### config.mk
export PLATFORM = sky130hd
export DESIGN_NAME = register_file_param
export DESIGN_NICKNAME = d
export VERILOG_FILES = /design/src/rtl/regfile_pkg.sv /design/src/rtl/regfile_read_port.sv /design/src/rtl/register_file_param.sv
export SDC_FILE = /design/constraint.sdc
export NUM_CORES = 1
export LEC_CHECK = 0
export CAP_MARGIN = 40
export CORE_ASPECT_RATIO = 0.5
export CORE_MARGIN = 10
export CORE_UTILIZATION = 54
export CTS_CLUSTER_DIAMETER = 120
export DETAILED_ROUTE_END_ITERATION = 12
export PLACE_DENSITY = 0.9
export SLEW_MARGIN = 10
export SYNTH_ARGS = -nofsm -noshare
export SYNTH_HDL_FRONTEND = slang
export SYNTH_SLANG_ARGS = --single-unit
### constraint.sdc
create_clock -name CLKb -period 1.46 [get_ports CLKb]
set_input_delay 0.146 -clock CLKb [delete_from_list [all_inputs] [get_ports CLKb]]
set_output_delay 0.146 -clock CLKb [all_outputs]
set_load 0.02 [all_outputs]
### src/rtl/regfile_pkg.sv
// Shared types and default sizing for the parametrised register file.
// The sweep FSM state type lives here so the top and any checkers agree on it.
package regfile_pkg;

    localparam int DEFAULT_DW   = 10;
    localparam int DEFAULT_NREG = 4;

    typedef enum logic {
        IDLE  = 1'b0,
        SWEEP = 1'b1
    } sweep_state_t;

endpackage

### src/rtl/regfile_read_port.sv
// One registered read port: range check, zero-R0 masking, write bypass and output mux.
// Q and its busy flag update together on the falling clock edge.
module regfile_read_port
    import regfile_pkg::*;
#(
    parameter int  DW      = DEFAULT_DW,
    parameter int  NREG    = DEFAULT_NREG,
    parameter bit  BYPASS  = 1'b1,
    parameter bit  ZERO_R0 = 1'b0,
    localparam int AW      = $clog2(NREG)
) (
    input  logic                      clk,
    input  logic                      rst,
    input  logic                      en,
    input  logic [AW-1:0]             addr,
    input  logic [NREG-1:0][DW-1:0]   regs,
    input  logic [NREG-1:0]           busy,
    input  logic                      wr_ok,
    input  logic [AW-1:0]             wr_addr,
    input  logic [DW-1:0]             wr_data,
    output logic [DW-1:0]             q,
    output logic                      q_busy
);

    localparam logic [AW:0] LIMIT = (AW+1)'(NREG);

    logic [DW-1:0] sel_data;
    logic          sel_busy;
    logic          in_range;
    logic          zero_hit;
    logic          fwd;
    logic [DW-1:0] q_next;
    logic          busy_next;

    // Loop mux keeps addresses beyond NREG from indexing past the array.
    always_comb begin
        sel_data = '0;
        sel_busy = 1'b0;
        for (int i = 0; i < NREG; i++) begin
            if (addr == AW'(i)) begin
                sel_data = regs[i];
                sel_busy = busy[i];
            end
        end
    end

    assign in_range = ({1'b0, addr} < LIMIT);
    assign zero_hit = ZERO_R0 && (addr == '0);
    assign fwd      = BYPASS && wr_ok && (wr_addr == addr);

    always_comb begin
        q_next    = '0;
        busy_next = 1'b0;
        if (en && in_range && !zero_hit) begin
            if (fwd) begin
                q_next = wr_data;
            end else begin
                q_next    = sel_data;
                busy_next = sel_busy;
            end
        end
    end

    always_ff @(negedge clk) begin
        if (rst) begin
            q      <= '0;
            q_busy <= 1'b0;
        end else begin
            q      <= q_next;
            q_busy <= busy_next;
        end
    end

endmodule

### src/rtl/register_file_param.sv
// Parametrised register file with busy scoreboard, optional bypass / zero-R0 and a soft-clear sweep.
// All state changes on the falling edge of CLKb; RST is synchronous and overrides everything.
module register_file_param
    import regfile_pkg::*;
#(
    parameter int  DW      = DEFAULT_DW,
    parameter int  NREG    = DEFAULT_NREG,
    parameter bit  BYPASS  = 1'b1,
    parameter bit  ZERO_R0 = 1'b0,
    localparam int AW      = $clog2(NREG)
) (
    input  logic          CLKb,
    input  logic          RST,
    input  logic [DW-1:0] D,
    input  logic          ENW,
    input  logic [AW-1:0] WRA,
    input  logic          ENR0,
    input  logic [AW-1:0] RDA0,
    input  logic          ENR1,
    input  logic [AW-1:0] RDA1,
    input  logic          RSV,
    input  logic [AW-1:0] RSA,
    input  logic          CLR,
    output logic [DW-1:0] Q0,
    output logic [DW-1:0] Q1,
    output logic          BUSY0,
    output logic          BUSY1,
    output logic          CLRBUSY
);

    localparam logic [AW:0]   LIMIT    = (AW+1)'(NREG);
    localparam logic [AW-1:0] LAST_IDX = AW'(NREG - 1);

    logic [NREG-1:0][DW-1:0] regs;
    logic [NREG-1:0]         busy;

    sweep_state_t  state;
    sweep_state_t  state_next;
    logic [AW-1:0] idx;
    logic [AW-1:0] idx_next;
    logic          sweep_on;

    logic            wr_ok;
    logic            rsv_ok;
    logic [NREG-1:0] wr_hit;
    logic [NREG-1:0] rsv_hit;
    logic [NREG-1:0] sweep_hit;

    assign wr_ok  = ENW && ({1'b0, WRA} < LIMIT) && !(ZERO_R0 && (WRA == '0));
    assign rsv_ok = RSV && ({1'b0, RSA} < LIMIT) && !(ZERO_R0 && (RSA == '0));

    always_comb begin
        wr_hit    = '0;
        rsv_hit   = '0;
        sweep_hit = '0;
        for (int i = 0; i < NREG; i++) begin
            wr_hit[i]    = wr_ok && (WRA == AW'(i));
            rsv_hit[i]   = rsv_ok && (RSA == AW'(i));
            sweep_hit[i] = sweep_on && (idx == AW'(i));
        end
    end

    // Sweep walks idx 0..NREG-1, one entry per edge; CLR during a sweep is ignored.
    always_comb begin
        state_next = state;
        idx_next   = idx;
        sweep_on   = 1'b0;
        case (state)
            IDLE: begin
                if (CLR) begin
                    state_next = SWEEP;
                    idx_next   = '0;
                end
            end
            SWEEP: begin
                sweep_on = 1'b1;
                idx_next = idx + 1'b1;
                if (idx == LAST_IDX) begin
                    state_next = IDLE;
                    idx_next   = '0;
                end
            end
            default: begin
                state_next = IDLE;
                idx_next   = '0;
            end
        endcase
    end

    // Priority per entry: sweep clear, then write, then reserve (reserve always leaves busy set).
    always_ff @(negedge CLKb) begin
        if (RST) begin
            regs  <= '0;
            busy  <= '0;
            state <= IDLE;
            idx   <= '0;
        end else begin
            state <= state_next;
            idx   <= idx_next;
            for (int i = 0; i < NREG; i++) begin
                if (sweep_hit[i]) begin
                    regs[i] <= '0;
                    busy[i] <= 1'b0;
                end
                if (wr_hit[i]) begin
                    regs[i] <= D;
                    busy[i] <= 1'b0;
                end
                if (rsv_hit[i]) begin
                    busy[i] <= 1'b1;
                end
            end
        end
    end

    assign CLRBUSY = (state == SWEEP);

    regfile_read_port #(
        .DW      (DW),
        .NREG    (NREG),
        .BYPASS  (BYPASS),
        .ZERO_R0 (ZERO_R0)
    ) u_port0 (
        .clk     (CLKb),
        .rst     (RST),
        .en      (ENR0),
        .addr    (RDA0),
        .regs    (regs),
        .busy    (busy),
        .wr_ok   (wr_ok),
        .wr_addr (WRA),
        .wr_data (D),
        .q       (Q0),
        .q_busy  (BUSY0)
    );

    regfile_read_port #(
        .DW      (DW),
        .NREG    (NREG),
        .BYPASS  (BYPASS),
        .ZERO_R0 (ZERO_R0)
    ) u_port1 (
        .clk     (CLKb),
        .rst     (RST),
        .en      (ENR1),
        .addr    (RDA1),
        .regs    (regs),
        .busy    (busy),
        .wr_ok   (wr_ok),
        .wr_addr (WRA),
        .wr_data (D),
        .q       (Q1),
        .q_busy  (BUSY1)
    );

endmodule

==> results of run 1 <==
## logic make-up after synthesis
| logic type | synth area share, % |
|---|---|
| simple gates | 17.4 |
| compound gates | 15.7 |
| flops | 40.7 |
| buf+inv | 5.93 |
| mux | 15.4 |
| xor+xnor | 3.39 |
| fa+ha+maj | 1.47 |
## synthesized netlist by cell type (2+ instances only)
master    number
a21oi_1       54
a22oi_1       10
a32oi_1        2
and3b_1        2
buf_2         11
buf_4          6
buf_6          3
clkbuf_1      12
dfxtp_1       69
ha_1           4
inv_1          5
mux4_1         5
mux4_2        17
nand2_1       33
nand2b_1       2
nand3_1       32
nand3b_1       4
nand4_1       20
nor2_1        17
nor3b_1        3
o31ai_1       22
xnor2_2        4
xor2_1         2
xor2_2         2
## metrics by stage
stage	TNS, ns	instances
2_1_floorplan	-11.91	347
3_3_place_gp	-64.34	494
3_5_place_dp	-68.04	494
==> out/results.txt, run 1 <==
overall die width: 132 um
post-CTS sizing: 370
area post-placement: 0.00447 mm^2
Netlist Area Pre-Place: 0.00340 mm^2
clk sinks: 69
register area share after synthesis: 40.7%
Synth Flop Type: dfxtp_1
Log Error: [ERROR DPL-0038] Utilization greater than 100%, impossible to legalize
Fail Step: clock tree synthesis (4_1_cts)
Clock Path Buffers: 2
Yosys reg bits: 69
ys async rst share: 0%
average cell area after synthesis: 9.79 um^2
Setup Slack @ Placement: -1.10 ns
Yosys warnings: 0
Post-synth EDFFs: 0
# rows: 20
routability congestion estimate: 0.946
Synth area leader: dfxtp_1
gate count after technology mapping: 347
status: stopped before the end
CTS root buffer: clkbuf_16
syn_nets: 376
Yosys cell types: 30
post-synth top area share: 40.7%
dpl hpwl: 8130 um
# H-tree levels: 3
hold buffers post-CTS: 0
initial core utilization: 55.8%
Num CTS Buffers: 9
Die Ht: 76.1 um
Port Buffers: 47
post-CTS setup buffer count: 22
Synth area leaders: dfxtp_1 41%, mux4_2 11%, a21oi_1 8.0%
Top-Level Pins: 48
==> run 2, diff against run 1 <==
CORE_ASPECT_RATIO = not set   (was 0.5)
CORE_UTILIZATION = 40   (was 54)
CTS_CLUSTER_DIAMETER = not set   (was 120)
PLACE_DENSITY = not set   (was 0.9)
PLACE_DENSITY_LB_ADDON = 0.15   (was not set)
==> run 2 against run 1 <==
The flow now finishes, with violations (negative setup slack). Area after synthesis unchanged. Synthesized cell count unchanged.
==> out/results.txt, run 2 <==
status: finished, violations left
failing checks: negative setup slack
Core Region: 0.00826 mm^2
Lkg Pwr: 0.00251 uW
Yosys cell types: 30 (unchanged)
register area share after synthesis: 40.7% (unchanged)
hold buffers post-CTS: 0 (unchanged)
internal cell power: 3800 uW
CTS tree: built
total routed wirelength: 15000 um
clk slew on worst S/H paths: 0.07 ns
# H-tree levels: 3 (unchanged)
Final Cell Area: 0.00631 mm^2
initial core utilization: 41.1% (-15 points)
Synth area leaders: dfxtp_1 41%, mux4_2 11%, a21oi_1 8.0%
Synth Flop Type: dfxtp_1
Num CTS Buffers: 9 (unchanged)
later-pin clock latency in the skew report: 0.43 ns
final worst-path setup slack: -0.305 ns
routability congestion estimate: 0.833 (-12%)
Setup Slack @ Placement: -1.09 ns (+0.00888 ns)
post-synth top area share: 40.7% (unchanged)
Hold WC Path Type: reg2reg
combinational power share: 21.7%
DR iter-0 viols: 421
Syn-to-layout area delta: 85.7%
Post-synth EDFFs: 0 (unchanged)
area taken by multi-input logic gates: 0.00267 mm^2
max_slew headroom: 67.3%
worst stage delay on the critical path: 0.34 ns
max reg flops: 40
crit path cell chain: buf_6
max_cap viols: 0
residual DRC count: 0
All-Layer GR Usage: 21.5%
register area: 0.00141 mm^2
Avg WL per Cell: 23.8 um
DR pass1 iterations: 7
unrepaired setup endpoints after global routing: true
setup TNS: -11.15 ns
first-pass GRT wire length: 21700 um
vias in the first global route: 4063
Clock Path Buffers: 2 (unchanged)
Setup CP Type: reg2out
clk sinks: 69 (unchanged)
Crit. End Element: output port
Final Non-Filler Cells: 631
syn_nets: 376 (unchanged)
Port Buffers: 47 (unchanged)
most frequent cell after synthesis: dfxtp_1
average cell area after synthesis: 9.79 um^2 (unchanged)
dpl hpwl: 7350 um (-9.7%)
top flop regs: regs (40), u_port0.q (10), u_port1.q (10)
Crit Path Max Fanout: 1
VDD IR-drop max: 0.510 mV
largest reg by FF count: regs
slowest CP cell: dfxtp_2
Die Ht: 112 um (+47%)
Setup Skew: 0.0391 ns
die area: 0.0126 mm^2
Sw Pwr: 2120 uW
switch share: 35.8%
Final Max Slew Viols: 0
total placed cells including tap cells: 511 (+3.4%)
clock power share: 44.2%
ys async rst share: 0% (unchanged)
Top-Level Pins: 48 (unchanged)
sequential power share: 34.1%
total global routing overflow: 0
Critical path buffers and inverters: 1
Fillers: 485
Slew @ Worst Pin: 0.490 ns
final core occ: 76.4%
initial antenna violation count: 0
gate count after technology mapping: 347 (unchanged)
area post-placement: 0.00454 mm^2 (+1.6%)
Yosys warnings: 0 (unchanged)
critical path launch point type: flop
Synth area leader: dfxtp_1
most common cell after layout, fill and taps aside: inv_1
NumNets Final: 550
# setup viols final: 85
Yosys reg bits: 69 (unchanged)
# rows: 33 (+65%)
arrival time worst endpoint: 1.62 ns
largest net degree at the start of global routing: 23
overall die width: 112 um (-15%)
pwr/cell area: 939 mW/mm^2
Post-synth top cells: 69 x dfxtp_1, 54 x a21oi_1, 33 x nand2_1, 32 x nand3_1, 22 x o31ai_1
Netlist Area Pre-Place: 0.00340 mm^2 (unchanged)
share of cells above drive strength 1: 57.8%
Avg Vias per Cell: 6.21
final hold violations: 0
Post-DRT Antenna Nets: 0
via count: 3920
Top delay family on crit path: flip-flops
Req. time, crit path: 1.31 ns
CTS root buffer: clkbuf_8
Antenna Cells: 0
commonest non-fill, non-tap cells in the layout: 73 x inv_1, 46 x dfxtp_1, 43 x buf_6, 38 x a21oi_2, 30 x nand3_2
[run 2: path summary, 6_finish.rpt]
path         slack (ns)  depth (start not counted)         start        to
max               -0.30                          1  u_port0.q[4]     Q0[4]
min                0.49                          2      regs[19]  regs[19]
max reg2reg        0.13                          5        idx[0]  regs[36]
min reg2reg        0.49                          2      regs[19]  regs[19]
[run 2: kinds of logic (layout without fill, tap and decap cells)]
| logic type | after synthesis | count (layout) | share of synthesized area [%] |
|---|---|---|---|
| adder cells (fa/ha/maj) | 4 | 4 | 1.47 |
| AO/OA/AOI/OAI | 89 | 89 | 15.7 |
| AND/OR/NAND/NOR | 116 | 117 | 17.4 |
| buffers and inverters | 38 | 213 | 5.93 |
| multiplexers | 23 | 23 | 15.4 |
| XOR/XNOR | 8 | 11 | 3.39 |
| flip-flops | 69 | 69 | 40.7 |
[run 2: worst min-delay path, stage by stage, from the launching register on]
cell	delay [ns]
dfxtp_1	0.33
nand3_2	0.07
a21oi_2	0.05
[run 2: final cells by class]
type                            count  area share [%]
Sequential cell                    69            22.4
Multi-Input combinational cell    244            42.3
Clock buffer                        9            1.96
Inverter                            4           0.238
Clock inverter                     76            5.62
Timing Repair Buffer              124            25.5
Tap cell                          105            2.08
[run 2: repair_timing]
| item | in CTS | in global routing |
|---|---|---|
| buffers inserted | 15 | 10 |
| setup endpoints to repair | 92 | 87 |
| pin swaps | 64 | 49 |
| gates resized for setup | 330 | 58 |
| cloned | 12 | 1 |
| endpoints found under the hold margin | 0 | 0 |
[run 2: routing by layer]
| layer | GRT usage [%] | share of wire [%] |
|---|---|---|
| met2 | 34.9 | 49 |
| met5 | 0 | 0 |
| met4 | 14.9 | 6.4 |
| met3 | 7.56 | 8.3 |
| met1 | 23.0 | 37 |
[run 2: power by group through the flow]
stage,Combinational (uW),Clock [uW],Sequential (uW)
2_1_floorplan,446,291,2040
3_3_place_gp,769,291,2030
3_5_place_dp,777,291,2030
4_1_cts,1110,2560,2010
5_1_grt,1330,2850,2020
6_report,1290,2620,2020
[run 2: through the flow]
stage,hold slack (ns),power [uW]
6_report,0.490,5920
5_1_grt,0.510,6210
4_1_cts,0.485,5690
3_5_place_dp,0.475,3100
3_3_place_gp,0.466,3090
2_1_floorplan,0.446,2770
(Power assumes the default switching activity.)
==> run 3, diff against run 2 <==
CORE_UTILIZATION = 37   (was 40)
==> run 3 against run 2 <==
The flow still finishes with violations (negative setup slack). Global-route usage is 3.2 points lower. Worst setup slack better by 0.027 ns. Critical path depth stayed put. Combinational power is 5% lower. Hold slack got worse by 0.0079 ns. Core utilization shrank 6.6 points. Total power is 3.4% lower. Critical endpoint unchanged. Sequential power is essentially flat.
==> out/results.txt, run 3 (synthesized netlist as in run 2, its figures left out) <==
status: finished, violations left
failing checks: negative setup slack
Syn-to-layout area delta: 81.9%
Final Non-Filler Cells: 625 (-0.95%)
Worst R2R Setup Slack: 0.14 ns (about the same)
clk sinks: 69 (unchanged)
dpl hpwl: 7360 um (+0.19%)
DR pass1 iterations: 5 (-2)
internal cell power: 3780 uW (-0.59%)
Slew @ Worst Pin: 0.435 ns (-0.0549 ns)
worst stage delay on the critical path: 0.32 ns (-0.02 ns)
Hold WC Path Type: reg2reg
Clock Path Buffers: 2 (unchanged)
DR iter-0 viols: 260 (-38%)
worst reg-to-reg path cell count: 6 (+1)
R2R Path Start: idx[0]
Lkg Pwr: 0.00250 uW (-0.49%)
Sw Pwr: 1940 uW (-8.6%)
critical path launch point type: flop
total routed wirelength: 12400 um (-18%)
Core Region: 0.00885 mm^2 (+7.2%)
hold-critical path depth: 2 (unchanged)
# rows: 34 (+3.0%)
Req. time, crit path: 1.31 ns (about the same)
residual DRC count: 0 (unchanged)
switch share: 33.9% (-1.9 points)
Crit. End Element: output port
Final Max Slew Viols: 0 (unchanged)
initial core utilization: 38.4% (-2.7 points)
clock power share: 43.2% (-1.0 points)
Avg WL per Cell: 19.8 um (-17%)
Post-DRT Antenna Nets: 0 (unchanged)
max_cap viols: 0 (unchanged)
Crit Path Max Fanout: 1 (unchanged)
area taken by multi-input logic gates: 0.00258 mm^2 (-3.3%)
hold buffers post-CTS: 0 (unchanged)
Avg Vias per Cell: 5.70 (-8.3%)
initial antenna violation count: 0 (unchanged)
clk slew on worst S/H paths: 0.06 ns (about the same)
final worst-path setup slack: -0.278 ns (+0.0268 ns)
Top delay family on crit path: flip-flops
CTS tree: built
overall die width: 116 um (+3.3%)
Design Power: 5720 uW (-3.4%)
slowest CP cell: dfxtp_2
max_slew headroom: 71.0% (+3.7 points)
commonest non-fill, non-tap cells in the layout: 75 x inv_1, 46 x dfxtp_1, 42 x buf_6, 29 x nand3_2
top flop regs: regs (40), u_port0.q (10), u_port1.q (10)
Antenna Cells: 0 (unchanged)
first-pass GRT wire length: 18900 um (-13%)
crit path cell chain: buf_6
sequential power share: 35.3% (+1.2 points)
arrival time worst endpoint: 1.59 ns (-0.03 ns)
# H-tree levels: 3 (unchanged)
final hold violations: 0 (unchanged)
Setup CP Type: reg2out
Die Ht: 116 um (+3.3%)
All-Layer GR Usage: 18.3% (-3.2 points)
CTS root buffer: clkbuf_8
total placed cells including tap cells: 515 (+0.78%)
total global routing overflow: 0 (unchanged)
VDD IR-drop max: 0.550 mV (+7.9%)
largest net degree at the start of global routing: 22 (-4.3%)
Num CTS Buffers: 9 (unchanged)
most common cell after layout, fill and taps aside: inv_1
vias in the first global route: 3710 (-8.7%)
via count: 3561 (-9.2%)
Hold EP: regs[2]
Critical path buffers and inverters: 1 (unchanged)
hold_ws: 0.482 ns (-0.00794 ns)
RR Endpoint: regs[37]
routability congestion estimate: 0.798 (-4.1%)
share of cells above drive strength 1: 52.8% (-5.0 points)
pwr/cell area: 926 mW/mm^2 (-1.4%)
combinational power share: 21.5% (-0.2 points)
Fillers: 604 (+25%)
HP Start: regs[2]
later-pin clock latency in the skew report: 0.42 ns (about the same)
Top-Level Pins: 48 (unchanged)
NumNets Final: 541 (-1.6%)
register area: 0.00141 mm^2 (unchanged)
Port Buffers: 47 (unchanged)
die area: 0.0134 mm^2 (+6.6%)
largest reg by FF count: regs
max reg flops: 40 (unchanged)
# setup viols final: 71 (-16%)
Setup Skew: 0.0304 ns (-0.00870 ns)
unrepaired setup endpoints after global routing: true
run 3: cell count changes in the layout (fill, tap and decap cells not counted), sizes merged:
cell | before | now
buf | 105 | 97
clkbuf | 11 | 12
xnor2 | 7 | 5
dlymetal6s2s | 1 | 3
dlygate4sd2 | 9 | 7
run 3: how the worst max path moves through the flow:
stage | depth (start not counted) | startpoint | end
after detailed placement | 6 | WRA[0] | u_port1.q[0]
after CTS | 1 | u_port0.q[5] | Q0[5]
final | 1 | u_port0.q[4] | Q0[4]
after global placement | 4 | RDA0[0] | u_port0.q[3]
after global routing | 1 | u_port0.q[4] | Q0[4]
after floorplan | 4 | RDA1[1] | u_port1.q[0]
run 3: layer usage:
metal / vias up / track usage, % / wire length, um
met2: 161 / 29.4 / 6260
li1: 1637 / - / -
met3: 30 / 5.89 / 919
met1: 1733 / 20.7 / 4870
met5: - / 0 / 0
met4: 0 / 11.4 / 309
run 3: power groups by stage:
stage               Clock, uW  Sequential, uW  Combinational (uW)
finish                   2470            2020                1230
global route             2740            2020                1280
CTS                      2480            2010                1160
detailed placement        291            2030                 796
global placement          291            2030                 785
floorplan                 291            2040                 446
run 3: area by class of cell:
| cell class | count | share of cell area [%] |
|---|---|---|
| Clock inverter | 76 | 5.61 |
| Clock buffer | 9 | 2.01 |
| Inverter | 4 | 0.243 |
| Sequential cell | 69 | 22.8 |
| Timing Repair Buffer | 117 | 25.4 |
| Multi-Input combinational cell | 242 | 41.7 |
| Tap cell | 108 | 2.19 |
run 3: metrics by stage:
step	util (%)	area, um^2	setup WS, ns	TNS [ns]
after CTS	68.7	6080	-0.256	-10.35
after floorplan	-	3740	-0.297	-11.91
after global placement	52.0	4600	-1.07	-66.56
after global routing	69.8	6180	-0.298	-11.78
after detailed placement	52.1	4610	-0.992	-67.51
final	69.8	6180	-0.278	-9.87
run 3: what timing repair did:
action                                  4_1_cts  5_1_grt
pin swaps                                    51       34
gates cloned                                 12        0
setup buffers                                16        3
endpoints found under the setup margin       92       84
resized for setup                           325       36
==> run 4, diff against run 3 <==
SKIP_CTS_REPAIR_TIMING = 1   (was not set)
==> run 4 against run 3 <==
Critical endpoint unchanged. Clock power down 2%. Die area unchanged. Total power down 2.1%. First-iteration DRC count down 13%. Sequential share of layout area up 0.33 points. Largest cell class unchanged. Cell area down 1.4%. The flow still finishes with violations (negative setup slack). Wire length down 0.53%.
==> out/results.txt, run 4 (synthesized netlist as in run 2, its figures left out) <==
# H-tree levels: 3 (unchanged)
All-Layer GR Usage: 15.2% (-3.0 points)
max_slew headroom: 74.1% (+3.1 points)
DR pass1 iterations: 4 (-1)
hold_ws: 0.478 ns (-0.00462 ns)
HP Start: regs[2]
worst stage delay on the critical path: 0.31 ns (about the same)
overall die width: 116 um (unchanged)
critical path launch point type: flop
Avg WL per Cell: 19.9 um (+0.43%)
Critical path buffers and inverters: 1 (unchanged)
R2R Path Start: idx[0]
Core Region: 0.00885 mm^2 (unchanged)
Final Non-Filler Cells: 619 (-0.96%)
total global routing overflow: 0 (unchanged)
most common cell after layout, fill and taps aside: inv_1
Top delay family on crit path: flip-flops
launch point of the critical path: u_port0.q[4]
Die Ht: 116 um (unchanged)
Slew @ Worst Pin: 0.388 ns (-0.0468 ns)
Crit Path Max Fanout: 1 (unchanged)
clk sinks: 69 (unchanged)
Num CTS Buffers: 9 (unchanged)
total routed wirelength: 12300 um (-0.53%)
# rows: 34 (unchanged)
share of cells above drive strength 1: 50.6% (-2.2 points)
Setup Slack @ Placement: -0.992 ns (unchanged)
status: finished, violations left
final hold violations: 0 (unchanged)
Syn-to-layout area delta: 79.3%
DR iter-0 viols: 227 (-13%)
Crit. End Element: output port
Clock Path Buffers: 2 (unchanged)
Port Buffers: 47 (unchanged)
Top-Level Pins: 48 (unchanged)
routability congestion estimate: 0.798 (unchanged)
clk slew on worst S/H paths: 0.04 ns (-0.02 ns)
max_cap viols: 0 (unchanged)
initial antenna violation count: 1 (+1)
via count: 3540 (-0.59%)
first-pass GRT wire length: 16200 um (-14%)
Lkg Pwr: 0.00242 uW (-3.2%)
residual DRC count: 0 (unchanged)
setup TNS: -9.26 ns (+0.606 ns)
VDD IR-drop max: 0.502 mV (-8.7%)
vias in the first global route: 3376 (-9.0%)
arrival time worst endpoint: 1.56 ns (-0.03 ns)
NumNets Final: 534 (-1.3%)
commonest non-fill, non-tap cells in the layout: 75 x inv_1, 46 x dfxtp_1, 37 x buf_6, 31 x nand2_1, 29 x a21oi_1
CTS tree: built
top flop regs: regs (40), u_port0.q (10), u_port1.q (10)
dpl hpwl: 7360 um (unchanged)
Setup CP Type: reg2out
failing checks: negative setup slack
Worst R2R Setup Slack: 0.22 ns (+0.08 ns)
Req. time, crit path: 1.31 ns (about the same)
largest net degree at the start of global routing: 22 (unchanged)
# setup viols final: 78 (+9.9%)
Avg Vias per Cell: 5.72 (+0.37%)
pwr/cell area: 919 mW/mm^2 (-0.71%)
initial core utilization: 38.4% (unchanged)
max reg flops: 40 (unchanged)
CTS root buffer: clkbuf_8
largest reg by FF count: regs
Hold WC Path Type: reg2reg
final worst-path setup slack: -0.243 ns (+0.0353 ns)
slowest CP cell: dfxtp_2
Final Max Slew Viols: 0 (unchanged)
die area: 0.0134 mm^2 (unchanged)
unrepaired setup endpoints after global routing: true
crit path cell chain: buf_6
Post-DRT Antenna Nets: 0 (unchanged)
total placed cells including tap cells: 515 (unchanged)
Setup Skew: 0.0226 ns (-0.00775 ns)
later-pin clock latency in the skew report: 0.40 ns (-0.02 ns)
Design Power: 5600 uW (-2.1%)
==> run 4: cell types whose count changed in the layout (fill, tap and decap cells not counted), sizes merged <==
cell,delta
xnor2,+3
dlygate4sd2,-7
clkbuf,+3
diode,+1
dlymetal6s2s,+7
buf,-13
==> run 4: cell type report <==
class                      instances  area, um^2
clock buffer                       9         124
multi-input combinational        245        2640
sequential                        69        1410
inverter                           4        15.0
fill                             633        2760
tap                              108         135
timing repair buffer             107        1420
clock inverter                    76         347
antenna                            1        2.50
==> run 4: per-stage QoR <==
step | utilization (%) | cell area (um^2)
floorplan | - | 3740
global placement | 52.0 | 4600
detailed placement | 52.1 | 4610
CTS | 57.3 | 5070
global route | 68.8 | 6090
finish | 68.8 | 6090
==> run 4: final timing paths <==
| kind | end | depth (start not counted) |
|---|---|---|
| setup reg to reg | regs[32] | 5 |
| hold / removal | regs[2] | 2 |
| hold reg to reg | regs[2] | 2 |
| setup / recovery | Q0[4] | 1 |
==> run 4: power breakdown <==
part	switching [uW]	leakage, uW	total [uW]	internal [uW]
logic	595	0.00137	1150	559
registers	56.7	0.000571	2020	1960
clock network	1230	0.000480	2420	1200
==> run 4: per-layer routing <==
layer  share of wire, %  vias up  track usage (%)
li1                   -     1622                -
met1                 38     1722             17.7
met2                 51      163             24.3
met3                8.2       33             5.37
met4                3.1        0             7.92
met5                  0        -                0
